`src/rtl/imem_loader.sv`:
```
// Byte-stream program loader for a 128 x 16 instruction memory. It assembles
// big-endian words, pads unloaded addresses with HALT_WORD and holds the CPU while busy.
module imem_loader #(
    parameter int          ADDR_W    = 7,
    parameter int          DEPTH     = 128,
    parameter logic [15:0] HALT_WORD = 16'hF000
) (
    input  logic              clk,
    input  logic              rst_n,
    input  logic              start,
    input  logic              in_valid,
    input  logic [7:0]        in_data,
    output logic              in_ready,
    output logic              we,
    output logic [ADDR_W-1:0] waddr,
    output logic [15:0]       wdata,
    output logic              cpu_hold,
    output logic              done,
    output logic              err,
    output logic [7:0]        word_count
);

    localparam logic [2:0] S_IDLE = 3'd0;
    localparam logic [2:0] S_HDR  = 3'd1;
    localparam logic [2:0] S_HI   = 3'd2;
    localparam logic [2:0] S_LO   = 3'd3;
    localparam logic [2:0] S_FILL = 3'd4;
    localparam logic [2:0] S_FIN  = 3'd5;

    localparam logic [8:0]        DEPTH_V   = 9'(DEPTH);
    localparam logic [ADDR_W-1:0] LAST_ADDR = ADDR_W'(DEPTH - 1);

    logic [2:0]        state_q, state_d;
    logic [ADDR_W-1:0] addr_q, addr_d;
    logic [7:0]        wc_q, wc_d;
    logic              err_q, err_d;
    logic              we_q, we_d;
    logic [ADDR_W-1:0] waddr_q, waddr_d;
    logic [15:0]       wdata_q, wdata_d;
    logic [7:0]        hi_q, hi_d;
    logic [7:0]        n_q, n_d;
    logic              accept;
    logic [7:0]        wc_inc;
    logic              hdr_ok;

    assign in_ready   = (state_q == S_HDR) || (state_q == S_HI) || (state_q == S_LO);
    assign cpu_hold   = (state_q != S_IDLE);
    assign done       = (state_q == S_FIN);
    assign err        = err_q;
    assign word_count = wc_q;
    assign we         = we_q;
    assign waddr      = waddr_q;
    assign wdata      = wdata_q;

    assign accept = in_valid && in_ready;
    assign wc_inc = wc_q + 8'd1;
    assign hdr_ok = (in_data != 8'd0) && ({1'b0, in_data} <= DEPTH_V);

    always_comb begin
        state_d = state_q;
        addr_d  = addr_q;
        wc_d    = wc_q;
        err_d   = err_q;
        we_d    = 1'b0;
        waddr_d = waddr_q;
        wdata_d = wdata_q;
        hi_d    = hi_q;
        n_d     = n_q;
        case (state_q)
            S_IDLE: begin
                if (start) begin
                    err_d   = 1'b0;
                    wc_d    = 8'd0;
                    state_d = S_HDR;
                end
            end
            S_HDR: begin
                if (accept) begin
                    addr_d = '0;
                    // A bad count still leaves the memory fully defined: pad all of it.
                    if (hdr_ok) begin
                        n_d     = in_data;
                        state_d = S_HI;
                    end else begin
                        err_d   = 1'b1;
                        state_d = S_FILL;
                    end
                end
            end
            S_HI: begin
                if (accept) begin
                    hi_d    = in_data;
                    state_d = S_LO;
                end
            end
            S_LO: begin
                if (accept) begin
                    we_d    = 1'b1;
                    waddr_d = addr_q;
                    wdata_d = {hi_q, in_data};
                    addr_d  = addr_q + ADDR_W'(1);
                    wc_d    = wc_inc;
                    if (wc_inc == n_q) begin
                        state_d = ({1'b0, n_q} == DEPTH_V) ? S_FIN : S_FILL;
                    end else begin
                        state_d = S_HI;
                    end
                end
            end
            S_FILL: begin
                we_d    = 1'b1;
                waddr_d = addr_q;
                wdata_d = HALT_WORD;
                addr_d  = addr_q + ADDR_W'(1);
                if (addr_q == LAST_ADDR) begin
                    state_d = S_FIN;
                end
            end
            S_FIN: begin
                state_d = S_IDLE;
            end
            default: begin
                state_d = S_IDLE;
            end
        endcase
    end

    always_ff @(posedge clk or negedge rst_n) begin
        if (!rst_n) begin
            state_q <= S_IDLE;
            addr_q  <= '0;
            wc_q    <= 8'd0;
            err_q   <= 1'b0;
            we_q    <= 1'b0;
            waddr_q <= '0;
            wdata_q <= 16'd0;
        end else begin
            state_q <= state_d;
            addr_q  <= addr_d;
            wc_q    <= wc_d;
            err_q   <= err_d;
            we_q    <= we_d;
            waddr_q <= waddr_d;
            wdata_q <= wdata_d;
        end
    end

    // Pure datapath holding registers; they are always written before being read.
    always_ff @(posedge clk) begin
        hi_q <= hi_d;
        n_q  <= n_d;
    end

endmodule
```
`config.mk`:
```
export PLATFORM = sky130hd
export DESIGN_NAME = imem_loader
export DESIGN_NICKNAME = d
export VERILOG_FILES = /design/src/rtl/imem_loader.sv
export SDC_FILE = /design/constraint.sdc
export NUM_CORES = 1
export LEC_CHECK = 0
export ABC_AREA = 1
export BUFFER_PORTS_ARGS = -buffer_cell sky130_fd_sc_hd__buf_2
export CAP_MARGIN = 5
export CORE_MARGIN = 2
export CORE_UTILIZATION = 50
export CTS_BUF_LIST = sky130_fd_sc_hd__clkbuf_16
export DETAILED_ROUTE_END_ITERATION = 12
export GPL_TIMING_DRIVEN = 0
export PLACE_DENSITY = 0.8
export REMOVE_ABC_BUFFERS = 1
export SYNTH_ARGS = -nofsm -noshare
export SYNTH_HDL_FRONTEND = slang
export SYNTH_SLANG_ARGS = --single-unit
```
`constraint.sdc`:
```
create_clock -name clk -period 2.4 [get_ports clk]
set_input_delay 0.24 -clock clk [delete_from_list [all_inputs] [get_ports clk]]
set_output_delay 0.24 -clock clk [all_outputs]
set_load 0.02 [all_outputs]
```
==> impl_metrics.py <==
metrics = {
    "worst_setup_path": {
        "rr_startpoint": "state_q[2]",
        "path_delay_family": "simple AND/OR/NAND/NOR gates",
        "critical_path_class": "flip-flop to flip-flop",
        "cp-start-kind": "flip-flop",
        "reg2reg_slack_ns": 0.23,
        "crit_chain": "inv_2, nand3_2, nor2_2, inv_2, nand2_4, inv_4, a22o_1",
        "endpoint_kind": "flip-flop",
        "r2r-end": "wdata[10]",
        "cp_num_buf_inv": 3,
        "cp_data_required_time_ns": 2.61,
        "critical_path.slowest_cell": "nor2_2",
        "max_stage_delay_ns": 0.49,
        "reg2regPathDepth": 7,
        "cpMostUsedCell": "inv_2",
        "critPathMaxFanout": 24,
        "cp.arrival_ns": 2.38,
    },
    "placed_design": {
        "dpl-instance-area_um2": 3020,
        "dpl.cell_count": 406,
        "place_hpwl_mm": 4.02,
        "post-place-ws_ns": 0.259,
        "io_buffers": 47,
        "gp_congestion": 0.796,
    },
    "yosys": {
        "synth_warnings": 0,
        "netlist_area_um2": 2740,
        "ys_seq_area_frac": 0.568,
        "synth_compound_area_frac": 0.111,
        "synthAdderAreaFrac": 0.00912,
        "synth_cells": 296,
        "syn_avg_cell_area_um2": 9.27,
        "yosysTopAreaCell": "dfrtp_1",
        "synth-seq-cells": 59,
        "synth-xor-area-share": 0.00639,
        "synth_area_leaders": "dfrtp_1, edfxtp_1, nand2_1, inv_1, nand3_1",
        "synthDistinctLibCells": 34,
        "synth_mux_area_frac": 0,
        "synth_top_cell_area_share": 0.392,
        "synthSimpleGateAreaFrac": 0.229,
        "synth_top_family_by_area": "simple AND/OR/NAND/NOR gates",
    },
    "route": {
        "wire_per_inst_um": 14.4,
        "drt_iter0_drc": 214,
        "routed_wl_mm": 6.06,
        "ant_nets": 0,
        "route.detailed.drc": 0,
        "vias": 2261,
        "via_per_inst": 5.36,
        "dr.pass1.iters": 6,
    },
    "pwr": {
        "powerDensity_nw_per_um2": 1270,
        "irDropWorstVdd_mv": 0.690,
        "p_leak_nw": 1.62,
        "total_power_mw": 4.24,
    },
    "run_status": {
        "outcome": "finished clean",
    },
    "global_route": {
        "antenna_found_initial": 0,
        "grt_pass1_vias": 2099,
        "grt_first_pass_wirelength_mm": 9.98,
        "met2_usage": 0.334,
        "use_met1": 0.291,
        "grt_overflow": 0,
        "top_usage_layer": "met2",
        "grt_max_degree": 44,
        "track_usage": 0.215,
        "grt_use_met3": 0.0494,
    },
    "timing": {
        "fin_worst_skew_ns": 0.00542,
        "finalMaxSlewViolations": 0,
        "worst_slack_ns": 0.229,
        "worst_pin_slew_ns": 0.980,
        "setup_viol": 0,
        "period_minus_slack_ns": 2.17,
        "hold_violations": 0,
        "max-slew-margin-rel": 0.347,
        "whs_ns": 0.0791,
        "fin_tns_setup_ns": 0,
        "timing.fmax_ghz": 0.461,
        "rsz0062_at_grt": "no",
        "period_share": 0.905,
    },
    "hold_path": {
        "worst_hold_path_type": "input pin to async pin",
    },
    "clock_network": {
        "clk-insertion-delay-late_ns": 0.33,
        "hold_buffers": 0,
        "cts_buffers": 9,
        "path_clk_slew_ns": 0.05,
        "ctsResizeCount": 0,
        "cts-root-buf": "clkbuf_16",
        "post_cts_buffers": 0,
        "cts_tree": "done",
        "clock_sinks": 59,
        "clk_path_buf_depth": 2,
        "ctsHtreeMaxLevel": 3,
    },
    "job": {
        "drv_cap": 0,
    },
    "layout": {
        "utilization": 0.639,
        "final_cell_mix": "nand2_1, buf_2, dfrtp_1",
        "seqCellArea_um2": 1560,
        "final_area_um2": 3330,
        "drive_gt1_frac": 0.241,
        "multi_input_area_um2": 977,
        "final_common_cell": "nand2_1",
        "antenna_cells": 0,
        "layout.nets": 361,
        "fillerInstances": 434,
        "final_cells": 422,
        "area_growth_pct": 21.3,
    },
    "die": {
        "start_util": 0.527,
        "num_rows": 26,
        "io_pins": 48,
        "die_width_um": 78.1,
        "core_area_um2": 5200,
        "dieArea_um2": 6090,
        "fp.dieH_um": 78.1,
    },
}
cell families (layout without fill, tap and decap cells):
group | count (synthesis) | in the layout
compound gates | 45 | 45
simple gates | 139 | 139
flops | 59 | 59
fa+ha+maj | 2 | 2
xor+xnor | 2 | 2
buf+inv | 49 | 105
registers in the layout, summed over array words and instances, names as in the netlist:
| signal | flops |
|---|---|
| wdata | 16 |
| hi_q | 8 |
| addr_q | 7 |
| state_q | 3 |
| waddr | 7 |
| n_q | 8 |
| word_count | 8 |
| we | 1 |
| err | 1 |
power breakdown:
part / internal, mW / switching (mW) / leakage (nW)
Clock: 0.896 / 0.437 / 0.158
Combinational: 0.440 / 0.930 / 0.754
Sequential: 1.31 / 0.227 / 0.709
Total: 2.64 / 1.59 / 1.62
layer usage:
| metal | share of wire | vias up |
|---|---|---|
| met5 | 0 | - |
| li1 | - | 1090 |
| met3 | 0.056 | 16 |
| met1 | 0.45 | 1082 |
| met2 | 0.47 | 73 |
| met4 | 0.022 | 0 |
how the worst max path moves through the flow:
stage / startpoint / end / depth (start not counted)
after CTS: state_q[2] / wdata[7] / 7
after global routing: state_q[2] / wdata[9] / 7
after global placement: state_q[2] / n_q[4] / 3
after detailed placement: state_q[2] / wdata[9] / 7
after floorplan: state_q[2] / n_q[0] / 3
final: state_q[2] / wdata[10] / 7
layout make-up:
cell class	count	share of cell area
inverters	42	0.0481
clock buffers	9	0.0677
repair buffers	47	0.0707
multi-input cells	188	0.294
clock inverters	7	0.0256
flip-flops and latches	59	0.468
well taps	70	0.0263
synth_stat cells (all sizes together):
master,instances
nand3,29
or3,1
edfxtp,16
ha,2
nand4,6
a21oi,7
xor2,1
o21ai,20
nor3,3
nor2,19
o22a,4
inv,42
nand2,80
nor4,1
a22oi,1
xnor2,1
clkbuf,1
o22ai,4
buf,6
dfrtp,43
a211oi,1
a22o,8
No activity file was read; power rests on OpenSTA's default activity.
